==> src/rtl/alu_share_pkg.sv <==
// -----------------------------------------------------------------------------
// alu_share_pkg
// Shared definitions for the ALU sharing controller: FSM state encoding,
// ALU opcode constants, statistics counter width and a saturating increment
// helper used by the optional grant counters.
// -----------------------------------------------------------------------------
package alu_share_pkg;

  typedef enum logic [1:0] {
    ST_IDLE  = 2'd0,
    ST_ISSUE = 2'd1,
    ST_WAIT  = 2'd2,
    ST_RESP  = 2'd3
  } state_e;

  localparam logic OP_ADD = 1'b0;
  localparam logic OP_SUB = 1'b1;

  localparam int STAT_W = 16;

  // Increment that sticks at all-ones instead of wrapping back to zero.
  function automatic logic [STAT_W-1:0] sat_inc(input logic [STAT_W-1:0] v);
    return (v == {STAT_W{1'b1}}) ? v : v + STAT_W'(1);
  endfunction

endpackage

==> src/rtl/alu_share_ctrl_if.sv <==
// -----------------------------------------------------------------------------
// alu_share_ctrl_if
// Bundles the requester handshakes, the ALU operand/result bus and the
// response channel of the ALU sharing controller.
//   slave  : controller view (takes requests, drives ALU and responses)
//   master : environment view (requesters, ALU instance, response consumer)
// -----------------------------------------------------------------------------
interface alu_share_ctrl_if #(
  parameter int NUM_REQ = 4,
  parameter int WIDTH   = 8,
  parameter int ID_W    = 2
);

  logic [NUM_REQ-1:0]       req_valid;
  logic [NUM_REQ-1:0]       req_ready;
  logic [NUM_REQ*WIDTH-1:0] req_a;
  logic [NUM_REQ*WIDTH-1:0] req_b;
  logic [NUM_REQ-1:0]       req_op;
  logic [WIDTH-1:0]         alu_a;
  logic [WIDTH-1:0]         alu_b;
  logic                     alu_op;
  logic [WIDTH-1:0]         alu_result;
  logic                     rsp_valid;
  logic                     rsp_ready;
  logic [ID_W-1:0]          rsp_id;
  logic [WIDTH-1:0]         rsp_result;

  modport slave (
    input  req_valid, req_a, req_b, req_op, alu_result, rsp_ready,
    output req_ready, alu_a, alu_b, alu_op, rsp_valid, rsp_id, rsp_result
  );

  modport master (
    output req_valid, req_a, req_b, req_op, alu_result, rsp_ready,
    input  req_ready, alu_a, alu_b, alu_op, rsp_valid, rsp_id, rsp_result
  );

endinterface

==> src/rtl/alu_share_ctrl_rr_arbiter.sv <==
// -----------------------------------------------------------------------------
// rr_arbiter
// Purely combinational round-robin pick: the first asserted request found
// scanning upward from ptr, wrapping at N.
//   req    : request vector
//   ptr    : index with highest priority this cycle (must be < N)
//   grant  : one-hot grant, zero when no request is asserted
//   winner : encoded index of the granted request
//   found  : at least one request asserted
// -----------------------------------------------------------------------------
module rr_arbiter #(
  parameter int N  = 4,
  parameter int IW = 2
) (
  input  logic [N-1:0]  req,
  input  logic [IW-1:0] ptr,
  output logic [N-1:0]  grant,
  output logic [IW-1:0] winner,
  output logic          found
);

  // One spare bit so ptr + offset cannot overflow before the wrap subtract.
  logic [IW:0] idx_s;
  logic        hit_s;

  // Scan N positions starting at ptr and keep the first hit.
  always_comb begin
    grant  = '0;
    winner = '0;
    hit_s  = 1'b0;
    idx_s  = '0;
    for (int i = 0; i < N; i++) begin
      idx_s = {1'b0, ptr} + (IW+1)'(i);
      if (idx_s >= (IW+1)'(N)) begin
        idx_s = idx_s - (IW+1)'(N);
      end else begin
        idx_s = idx_s;
      end
      if (!hit_s && req[idx_s[IW-1:0]]) begin
        hit_s                 = 1'b1;
        grant[idx_s[IW-1:0]]  = 1'b1;
        winner                = idx_s[IW-1:0];
      end else begin
        hit_s = hit_s;
      end
    end
  end

  assign found = hit_s;

endmodule

==> src/rtl/alu_share_ctrl.sv <==
// -----------------------------------------------------------------------------
// alu_share_ctrl
// Round-robin controller sharing one registered ADD/SUB ALU between NUM_REQ
// requesters. One operation in flight: IDLE (accept) -> ISSUE (ALU computes)
// -> WAIT (capture result) -> RESP (hold until consumed).
// Ports:
//   clk        : rising-edge clock
//   reset      : asynchronous active-low reset
//   bus        : alu_share_ctrl_if.slave (requests, ALU bus, response)
//   stat_sel   : (ALU_SHARE_STATS_EN only) requester whose count is read
//   stat_count : (ALU_SHARE_STATS_EN only) saturating grant count
// Optional build macro: ALU_SHARE_STATS_EN adds per-requester grant counters.
// -----------------------------------------------------------------------------
module alu_share_ctrl
  import alu_share_pkg::*;
#(
  parameter int NUM_REQ = 4,
  parameter int WIDTH   = 8,
  parameter int ID_W    = 2
) (
  input  logic              clk,
  input  logic              reset,
  alu_share_ctrl_if.slave   bus
`ifdef ALU_SHARE_STATS_EN
  ,
  input  logic [ID_W-1:0]   stat_sel,
  output logic [STAT_W-1:0] stat_count
`endif
);

  state_e             state_r;
  state_e             next_state_s;
  logic [ID_W-1:0]    rr_ptr_r;
  logic [ID_W-1:0]    next_ptr_s;
  logic [NUM_REQ-1:0] grant_s;
  logic [ID_W-1:0]    win_id_s;
  logic               found_s;
  logic               accept_s;

  logic [WIDTH-1:0]   op_a_r;
  logic [WIDTH-1:0]   op_b_r;
  logic               op_op_r;
  logic [ID_W-1:0]    op_id_r;
  logic               rsp_valid_r;
  logic [ID_W-1:0]    rsp_id_r;
  logic [WIDTH-1:0]   rsp_result_r;

  rr_arbiter #(.N(NUM_REQ), .IW(ID_W)) u_arb (
    .req    (bus.req_valid),
    .ptr    (rr_ptr_r),
    .grant  (grant_s),
    .winner (win_id_s),
    .found  (found_s)
  );

  assign accept_s   = (state_r == ST_IDLE) && found_s;
  assign next_ptr_s = (win_id_s == ID_W'(NUM_REQ-1)) ? ID_W'(0) : win_id_s + ID_W'(1);

  // Ready is also masked while reset is held so no requester sees a grant
  // that the held-off state register could never act on.
  assign bus.req_ready = ((state_r == ST_IDLE) && reset) ? grant_s : '0;

  // Next-state decode.
  always_comb begin
    next_state_s = state_r;
    case (state_r)
      ST_IDLE: begin
        if (found_s) begin
          next_state_s = ST_ISSUE;
        end else begin
          next_state_s = ST_IDLE;
        end
      end
      ST_ISSUE: next_state_s = ST_WAIT;
      ST_WAIT:  next_state_s = ST_RESP;
      ST_RESP: begin
        if (bus.rsp_ready) begin
          next_state_s = ST_IDLE;
        end else begin
          next_state_s = ST_RESP;
        end
      end
      default: next_state_s = ST_IDLE;
    endcase
  end

  // State, round-robin pointer, latched operation and response registers.
  always_ff @(posedge clk or negedge reset) begin
    if (!reset) begin
      state_r      <= ST_IDLE;
      rr_ptr_r     <= '0;
      op_a_r       <= '0;
      op_b_r       <= '0;
      op_op_r      <= OP_ADD;
      op_id_r      <= '0;
      rsp_valid_r  <= 1'b0;
      rsp_id_r     <= '0;
      rsp_result_r <= '0;
    end else begin
      state_r <= next_state_s;
      if (accept_s) begin
        rr_ptr_r <= next_ptr_s;
        op_a_r   <= bus.req_a[win_id_s*WIDTH +: WIDTH];
        op_b_r   <= bus.req_b[win_id_s*WIDTH +: WIDTH];
        op_op_r  <= bus.req_op[win_id_s];
        op_id_r  <= win_id_s;
      end
      // The ALU result registered at the end of ISSUE is visible during WAIT.
      if (state_r == ST_WAIT) begin
        rsp_valid_r  <= 1'b1;
        rsp_id_r     <= op_id_r;
        rsp_result_r <= bus.alu_result;
      end else if ((state_r == ST_RESP) && bus.rsp_ready) begin
        rsp_valid_r  <= 1'b0;
      end
    end
  end

  // ALU operands are held from the latch so they stay put until the next accept.
  assign bus.alu_a      = op_a_r;
  assign bus.alu_b      = op_b_r;
  assign bus.alu_op     = op_op_r;
  assign bus.rsp_valid  = rsp_valid_r;
  assign bus.rsp_id     = rsp_id_r;
  assign bus.rsp_result = rsp_result_r;

`ifdef ALU_SHARE_STATS_EN
  logic [STAT_W-1:0] cnt_r [NUM_REQ];

  // Per-requester saturating grant counters.
  always_ff @(posedge clk or negedge reset) begin
    if (!reset) begin
      for (int i = 0; i < NUM_REQ; i++) begin
        cnt_r[i] <= '0;
      end
    end else begin
      for (int i = 0; i < NUM_REQ; i++) begin
        if (accept_s && (win_id_s == ID_W'(i))) begin
          cnt_r[i] <= sat_inc(cnt_r[i]);
        end
      end
    end
  end

  assign stat_count = cnt_r[stat_sel];
`endif

endmodule

==> src/flat_wrapper.sv <==
// flat-port wrapper written by rule: the top's interface ports become plain ports
module alu_share_ctrl_flat import alu_share_pkg::*;
#(
  parameter int NUM_REQ = 4,
  parameter int WIDTH   = 8,
  parameter int ID_W    = 2
)
  (clk, reset, bus_req_valid, bus_req_a, bus_req_b, bus_req_op, bus_alu_result, bus_rsp_ready, bus_req_ready, bus_alu_a, bus_alu_b, bus_alu_op, bus_rsp_valid, bus_rsp_id, bus_rsp_result);
  alu_share_ctrl_if #(.NUM_REQ(NUM_REQ), .WIDTH(WIDTH), .ID_W(ID_W)) bus_i ();
  input  logic clk;
  input  logic reset;
  input wire logic [$bits(bus_i.req_valid)-1:0] bus_req_valid;
  input wire logic [$bits(bus_i.req_a)-1:0] bus_req_a;
  input wire logic [$bits(bus_i.req_b)-1:0] bus_req_b;
  input wire logic [$bits(bus_i.req_op)-1:0] bus_req_op;
  input wire logic [$bits(bus_i.alu_result)-1:0] bus_alu_result;
  input wire logic [$bits(bus_i.rsp_ready)-1:0] bus_rsp_ready;
  output wire logic [$bits(bus_i.req_ready)-1:0] bus_req_ready;
  output wire logic [$bits(bus_i.alu_a)-1:0] bus_alu_a;
  output wire logic [$bits(bus_i.alu_b)-1:0] bus_alu_b;
  output wire logic [$bits(bus_i.alu_op)-1:0] bus_alu_op;
  output wire logic [$bits(bus_i.rsp_valid)-1:0] bus_rsp_valid;
  output wire logic [$bits(bus_i.rsp_id)-1:0] bus_rsp_id;
  output wire logic [$bits(bus_i.rsp_result)-1:0] bus_rsp_result;
  assign bus_i.req_valid = bus_req_valid;
  assign bus_i.req_a = bus_req_a;
  assign bus_i.req_b = bus_req_b;
  assign bus_i.req_op = bus_req_op;
  assign bus_i.alu_result = bus_alu_result;
  assign bus_i.rsp_ready = bus_rsp_ready;
  assign bus_req_ready = bus_i.req_ready;
  assign bus_alu_a = bus_i.alu_a;
  assign bus_alu_b = bus_i.alu_b;
  assign bus_alu_op = bus_i.alu_op;
  assign bus_rsp_valid = bus_i.rsp_valid;
  assign bus_rsp_id = bus_i.rsp_id;
  assign bus_rsp_result = bus_i.rsp_result;
  alu_share_ctrl #(.NUM_REQ(NUM_REQ), .WIDTH(WIDTH), .ID_W(ID_W)) u_core (.clk(clk), .reset(reset), .bus(bus_i));
endmodule
==> config.mk <==
export PLATFORM = sky130hd
export DESIGN_NAME = alu_share_ctrl_flat
export DESIGN_NICKNAME = d
export VERILOG_FILES = /design/src/rtl/alu_share_pkg.sv /design/src/rtl/alu_share_ctrl_if.sv /design/src/rtl/alu_share_ctrl_rr_arbiter.sv /design/src/rtl/alu_share_ctrl.sv /design/src/flat_wrapper.sv
export SDC_FILE = /design/constraint.sdc
export NUM_CORES = 1
export LEC_CHECK = 0
export BUFFER_PORTS_ARGS = -buffer_cell sky130_fd_sc_hd__buf_2
export CAP_MARGIN = 20
export CORE_MARGIN = 10
export CORE_UTILIZATION = 40
export CTS_CLUSTER_DIAMETER = 120
export DETAILED_ROUTE_END_ITERATION = 12
export GPL_ROUTABILITY_DRIVEN = 0
export GPL_TIMING_DRIVEN = 0
export PLACE_DENSITY = 0.68
export SLEW_MARGIN = 20
export SYNTH_ARGS = -nofsm -noshare
export SYNTH_HDL_FRONTEND = slang
export SYNTH_SLANG_ARGS = --single-unit
==> constraint.sdc <==
create_clock -name clk -period 8 [get_ports clk]
set_input_delay 1.2 -clock clk [delete_from_list [all_inputs] [get_ports clk]]
set_output_delay 1.2 -clock clk [all_outputs]
set_load 0.005 [all_outputs]
Word level (Yosys, flattened, before mapping)
Index checks and enable logic that the tools add are counted.

Flip-flop bits (word level): 34. Output and inout bits: 32. Word-level logic and storage cells: 95.

$add $sub $neg: 8. Order comparisons: 13. Eq/ne operators: 4. Shifts and indexed selects: 2. Mux-type cells: 41. Bitwise operators: 3. Reduce and logical (&&, ||, !) cells: 15.

Operators with widths (count): 32-bit by 6-bit variable part select with 8-bit output (2); 2-bit 2-to-1 mux (10); 4-bit 2-to-1 mux (5); 1-bit 2-to-1 mux (16); 2-bit by 3-bit less-than comparator with 1-bit output (second input constant) (5); 4-bit bitwise OR (3); 1-bit binary-select mux with 2-bit select (5); 1-bit logical AND (10); 3-bit greater-or-equal comparator (second input constant) (3); 1-bit demux with 2-bit select (4); 2-bit by 1-bit greater-or-equal comparator with 1-bit output (second input constant) (4); 2-bit one-hot mux with 4 select lines (1); 2-bit by 1-bit subtractor with 2-bit output (second input constant) (4); 2-bit by 2-bit adder with 3-bit output (second input constant) (2); 2-bit == test (second input constant) (3); 2-bit by 1-bit adder with 3-bit output (second input constant) (1); 2-bit by 3-bit greater-or-equal comparator with 1-bit output (second input constant) (1); 1-bit zero test (3); 2-bit by 1-bit adder with 2-bit output (second input constant) (1); 2-bit by 1-bit == test with 1-bit output (second input constant) (1); 2-bit zero test (1); 2-bit nonzero test (1).

Depth between registers and ports, before layout
Gate-level depths: netlist (run 1).

Depth in word-level cells: 16. Gate-level depth with buffers: 13.

Hierarchy
From an unflattened synthesis (run 1), not the netlist that was laid out.

Cell total of the unflattened synthesis: 150. Area total of the unflattened synthesis: 2223.4 um^2.

By module, submodules not included: alu_share_ctrl (times used 1, cells each 105, area each 1801.7 um^2, seq. area each 850.8 um^2); rr_arbiter (times used 1, cells each 45, area each 421.7 um^2, seq. area each 0.0 um^2).

Worst setup path before layout (run 1)
No wires, ideal clock.

Kind: reg2out. Start: reg u_core.rr_ptr_r[0]. End: out bus_req_ready[0]. Arrival: 2535 ps. Required time: 6800 ps. Setup slack: 4265 ps. Cell stages (with the launch flop): 10. Buffers on the path: 3. Cells stage by stage: dfrtp_1 -> buf_6 -> buf_6 -> inv_1 -> clkbuf_1 -> ha_1 -> mux4_2 -> nor3_1 -> a221oi_1 -> nor2_1.

Longest elaborated chain between the ends: 15.

RTL lines: from (decl) (line alu_share_ctrl.sv:33) `logic [ID_W-1:0] rr_ptr_r;`; from (signal assigned) (line alu_share_ctrl.sv:102) `rr_ptr_r <= next_ptr_s;`; parallel branches: the longest is 13 deep, another holds 2-bit by 1-bit adder with 3-bit output; 4-bit 2-to-1 mux (*) (line alu_share_ctrl_rr_arbiter.sv:39) `if (!hit_s && req[idx_s[IW-1:0]]) begin`; 4-bit 2-to-1 mux (*) (line alu_share_ctrl.sv:61) `assign bus.req_ready = ((state_r == ST_IDLE) && reset) ? grant_s : '0;`; to (decl) (line flat_wrapper.sv:18) `output wire logic [$bits(bus_i.req_ready)-1:0] bus_req_ready;`.

Mark *: on every way between the ends. The select of a mux whose other input is x is not followed.

Final worst setup path (run 1)
Start: reg u_core.rr_ptr_r[0]. End: out bus_req_ready[3].

Same word-level chain as after synthesis.

==> impl_metrics.tcl, run 1 <==
set metrics [dict create \
    rows 31 \
    root_buffer "clkbuf_8" \
    clock_sinks 34 \
    hold_viol_final 0 \
    chipWidth_um 105.2 \
    dp_hpwl_um 7886 \
    synth_edf_count 0 \
    crit_fanout 12 \
    hold_path_depth 2 \
    finalSetupViolations 0 \
    grt_pass1_vias 3242 \
    start_kind "flip-flop" \
    htree_levels 2 \
    cts_setup_buffers 0 \
    synth_cell_types 46 \
    rsz0062_at_grt "no" \
    rr_worst_depth 12 \
    final_util_pct 51.44 \
    ys_seq_elements 34 \
    diodes 0 \
    ys.flop_type "dfrtp_1" \
    ant_nets 0 \
    grt_pass1_wl_um 16180 \
    worstMarginPinSlew_ps 972.4 \
    synth.top_cell.area_share_pct 29.29 \
    final.setup.tns_ps 0 \
    synth.net_count 417 \
    worst_ep_required_time_ps 6800 \
    fin_crit_sh_pct 58.28 \
    finalNetCount 538 \
    r2r_slack_ps 3860 \
    reg2reg_from "u_core.rr_ptr_r[0]" \
    r2r-end "u_core.bus.alu_op" \
    final.min_clock_period_ps 4662 \
    synth_cells 326 \
    dieArea_sq_mm 0.01107 \
    netlist_top_cells_count "nand2_1 (38), dfrtp_1 (34), o21ai_0 (30)" \
    drive_gt1_share_pct 36.16 \
    synth_area_leaders "dfrtp_1 (29%), a21boi_0 (5.2%), o21ai_0 (5.2%)" \
    clk_latency_ps 280 \
    cts_tree "done" \
    die_h_um 105.2 \
    synth_warnings 0 \
    worstHoldStart "u_core.bus.alu_b[6]" \
    syn_avg_cell_area_sq_um 8.912 \
    syn_area_sq_mm 0.002905 \
    maxCapViolCount 0 \
    drv_slew 0 \
    hold_class "reg2reg" \
    numCtsBuffers 5 \
    antenna_found_initial 0 \
    whs_endpoint "u_core.bus.alu_b[6]" \
    grt_max_degree 36 \
    power.total_mw 1.437 \
    fmax_ghz 0.2145 \
    port_buffers 114 \
    start_util_pct 40.49 \
    drc_errors 0 \
    slew_headroom_pct 34.32 \
    ioPinCount 115 \
    cp.arrival_ps 3460 \
    grt.total_usage_pct 17.41 \
    clk_pin_slew_worst_paths_ps 70 \
    power_leakage_nw 1.620 \
    met2_usage_pct 29.47 \
    num_vias 3176 \
    yosysMostFrequentCell "nand2_1" \
    routed_wl_um 9987 \
    vdd_drop_max_uv 127.2 \
    hold_buffers 0 \
    top_usage_layer "met2" \
    area_delta_synth_final_pct 27.05 \
    yosysSeqAreaShare_pct 29.29 \
    drt_first_pass_iters 5 \
    power_density_mw_per_mm2 389.5 \
    grt_overflow 0 \
    cts_buffer_depth 2 \
    synth_async_sr_flop_share_pct 100.0 \
    critPathCaptureType "output port" \
    skew_ps 1.613 \
    yosys.area.top_type "dfrtp_1" \
    grt_use_met1_pct 20.95 \
    postCtsResizedCells 0 \
    outcome "complete, no violations" \
    wl_per_cell_um 18.26 \
    use_met3_pct 5.542 \
    drt_iter0_drc 170 \
    fillCellCount 717 \
    fp.coreArea_sq_mm 0.007176 \
    critPathKind "reg2out" \
    viasPerCell 5.806 \
]
-- state kept, by name, indices dropped and copies added (netlist names) --
register / flops
u_core.bus.alu_a: 8
u_core.bus.alu_b: 8
u_core.bus.rsp_result: 8
u_core.bus.rsp_id: 2
u_core.op_id_r: 2
u_core.rr_ptr_r: 2
u_core.state_r: 2
u_core.bus.alu_op: 1
u_core.bus.rsp_valid: 1
-- stage by stage --
step	cells	hold slack [ps]	setup slack [ps]	instance area, sq um
final	547	475.1	3338	3691
after global routing	547	504.6	3103	3691
after CTS	547	477.1	3326	3691
after detailed placement	539	461.4	3642	3600
after global placement	539	458.3	3706	3600
after floorplan	326	444.1	4265	2905
-- cell type report --
class | instances | area [sq um] | area share, %
plain buffers | 31 | 153.9 | 4.170
clock buffers | 7 | 86.33 | 2.339
clock inverters | 1 | 5.005 | 0.1356
inverters | 3 | 11.26 | 0.3051
multi-input cells | 258 | 1889 | 51.19
flip-flops and latches | 34 | 850.8 | 23.05
well taps | 99 | 123.9 | 3.356
repair buffers | 114 | 570.5 | 15.46
-- cells in the final DEF (no fill, tap or decap), types with 2 or more instances in the layout --
master	n
clkbuf_1	20
a2111oi_0	17
nor2_1	15
a221o_1	2
nand4_1	15
a21o_1	2
buf_2	119
o21ai_0	30
o31ai_1	15
inv_1	2
nor3_1	3
ha_1	8
a21boi_1	10
nor2b_1	2
a311oi_1	15
a211oi_1	4
a22oi_1	4
clkbuf_8	6
buf_6	4
mux2i_1	3
nand2_2	2
nand2b_4	2
mux2_4	2
dfrtp_1	34
o21ai_1	2
nor3b_1	15
mux4_2	3
a221oi_1	4
mux2_2	12
buf_1	2
nand2_1	38
a21boi_0	20
-- layer usage --
metal	wire length, um	part of all wire (%)
met1	4127	41
met2	4820	48
met3	886	8.9
met4	153	1.5
met5	0	0
-- power breakdown --
group | internal [mW] | total [mW] | switching, mW | leakage, nW
clock | 0.0694 | 0.129 | 0.0600 | 0.0482
sequential | 0.256 | 0.307 | 0.0507 | 0.414
combinational | 0.407 | 1.00 | 0.594 | 1.16
-- kinds of logic after synthesis --
kind of cell	count (synthesis)	share of synthesized area, %
AO/OA/AOI/OAI	130	33.12
XOR/XNOR	1	0.3015
adder cells (fa/ha/maj)	8	3.445
buffers and inverters	34	5.684
flip-flops	34	29.29
multiplexers	22	10.29
AND/OR/NAND/NOR	97	17.87
-- how the worst max path moves through the flow --
stage,from,end,slack [ps],cells past startpoint
floorplan,u_core.rr_ptr_r[0],bus_req_ready[0],4260,9
global placement,u_core.rr_ptr_r[0],bus_req_ready[1],3710,10
detailed placement,u_core.rr_ptr_r[0],bus_req_ready[3],3640,10
CTS,u_core.rr_ptr_r[0],bus_req_ready[3],3330,10
global route,u_core.rr_ptr_r[0],bus_req_ready[0],3100,10
finish,u_core.rr_ptr_r[0],bus_req_ready[3],3340,10
-- worst max-delay path, cell delays in order, from the launching register on --
cell and delay (ps):
dfrtp_1 450, buf_6 170, buf_6 140, inv_1 190, clkbuf_1 510, ha_1 340, mux4_2 640, nor3_1 370
a221oi_1 140, nor2_1 110, buf_2 120
(Power assumes the default switching activity.)
==> run 2: changes to the inputs <==
- PLACE_DENSITY: 0.68 -> 0.7
- clock period: 8 -> 4.2 ns (I/O delays scaled with it)
==> run 2 against run 1 <==
- sequential power increased by 91%
- register-to-register slack got worse by 3600 ps
- worst setup slack got worse by 3100 ps
- combinational power grew 93%
- global-route usage increased by 0.38 points
- non-clock buffer count decreased by 1
- via count shrank 1.1%
- total power grew 92%
- critical path depth is 1 higher
- critical path type is now reg2reg
- largest cell class unchanged
- largest power group unchanged
==> impl_metrics.tcl, run 2 (synthesized netlist as in run 1, its figures left out) <==
set metrics [dict create \
    finalNetCount 537 \
    grt_max_degree 36 \
    rr_worst_depth 11 \
    clock_sinks 34 \
    chipWidth_um 105.2 \
    root_buffer "clkbuf_8" \
    ioPinCount 115 \
    rows 31 \
    clk_pin_slew_worst_paths_ps 70 \
    routed_wl_um 10390 \
    grt_overflow 0 \
    dp_hpwl_um 8088 \
    cts_tree "done" \
    dieArea_sq_mm 0.01107 \
    final.setup.tns_ps 0 \
    drv_slew 0 \
    start_kind "flip-flop" \
    cts_buffer_depth 2 \
    diodes 0 \
    final.min_clock_period_ps 3953 \
    wl_per_cell_um 19.10 \
    ant_nets 0 \
    fmax_ghz 0.2530 \
    layout_commonest_cell "buf_2" \
    drc_errors 0 \
    rsz0062_at_grt "no" \
    vdd_drop_max_uv 266.8 \
    hold_viol_final 0 \
    multi_input_area_sq_mm 0.001891 \
    worst_ep_required_time_ps 4350 \
    finalSetupViolations 0 \
    worstMarginPinSlew_ps 862.5 \
    viasPerCell 5.776 \
    num_vias 3142 \
    grt_pass1_wl_um 16580 \
    fin_hold_ws_ps 405.1 \
    fillCellCount 691 \
    power_leakage_nw 1.613 \
    area_delta_synth_final_pct 26.66 \
    critPathCaptureType "flip-flop" \
    port_buffers 114 \
    hold_class "in2async" \
    crit_fanout 19 \
    drt_iter0_drc 216 \
    layout_common_cells "buf_2 (119), nand2_1 (38), dfrtp_1 (34), o21ai_0 (30), a21boi_0 (20)" \
    critPathKind "reg2reg" \
    grt.total_usage_pct 17.80 \
    r2r-end "u_core.bus.alu_b[3]" \
    power.total_mw 2.757 \
    fp.coreArea_sq_mm 0.007176 \
    htree_levels 2 \
    outcome "complete, no violations" \
    slew_headroom_pct 41.01 \
    cp.arrival_ps 4100 \
    power_density_mw_per_mm2 749.1 \
    register_area_sq_um 850.8 \
    drive_gt1_share_pct 36.18 \
    cts_setup_buffers 0 \
    fin_crit_sh_pct 94.12 \
    skew_ps 5.569 \
    grt_pass1_vias 3283 \
    maxCapViolCount 0 \
    r2r_slack_ps 250 \
    clk_latency_ps 290 \
    start_util_pct 40.49 \
    layout_setup_ws_ps 247.0 \
    reg2reg_from "u_core.rr_ptr_r[0]" \
    die_h_um 105.2 \
    numCtsBuffers 5 \
    drt_first_pass_iters 4 \
    antenna_found_initial 0 \
    place_ws_ps 120.6 \
]
==> run 2: critical path: stages (launching register included) <==
cell and delay (ps):
dfrtp_1 470, buf_6 170, buf_6 150, inv_1 300, ha_1 500, mux4_2 640, nand2b_4 210, clkbuf_1 230
nand4_1 150, o21ai_0 80, a2111oi_0 790, o31ai_1 110
==> run 2: timing repair <==
action | 4_1_cts | 5_1_grt
gates resized for setup | 0 | 1
hold buffers | 0 | 0
setup endpoints to repair | 0 | 12
==> run 2: worst max-delay path by stage <==
stage                                to          startpoint  cells after the start  slack, ps
global placement    u_core.bus.alu_a[3]  u_core.rr_ptr_r[0]                     11        150
finish              u_core.bus.alu_b[3]  u_core.rr_ptr_r[0]                     11        250
CTS                    bus_req_ready[2]  u_core.rr_ptr_r[0]                     10        100
global route           bus_req_ready[1]  u_core.rr_ptr_r[0]                      9         60
floorplan              bus_req_ready[0]  u_core.rr_ptr_r[0]                      9       1030
detailed placement  u_core.bus.alu_b[3]  u_core.rr_ptr_r[0]                     12        120
==> run 2: routing by layer <==
layer	up-vias	track usage [%]	routed length (um)
met5	-	0	0
met4	0	4.608	183
met3	16	5.359	786
met2	128	28.93	4879
met1	1489	22.45	4539
li1	1509	-	-
==> run 2: per-stage QoR <==
step           area (sq um)  std cells  utilization, %
2_1_floorplan          2905        326               -
3_3_place_gp           3600        539           50.17
3_5_place_dp           3600        539           50.17
4_1_cts                3682        545           51.32
5_1_grt                3680        544           51.28
6_report               3680        544           51.28
==> run 2: power by group <==
group | leakage, nW | switching, mW | total [mW] | internal [mW]
combinational | 1.16 | 1.15 | 1.93 | 0.776
sequential | 0.414 | 0.0971 | 0.585 | 0.488
clock | 0.0431 | 0.116 | 0.242 | 0.126
==> run 2: area by class of cell <==
class                   instances  area share (%)
well taps                      99           3.366
multi-input cells             258           51.38
clock buffers                   6           2.244
inverters                       3          0.3060
plain buffers                  30           4.080
repair buffers                114           15.50
flip-flops and latches         34           23.12
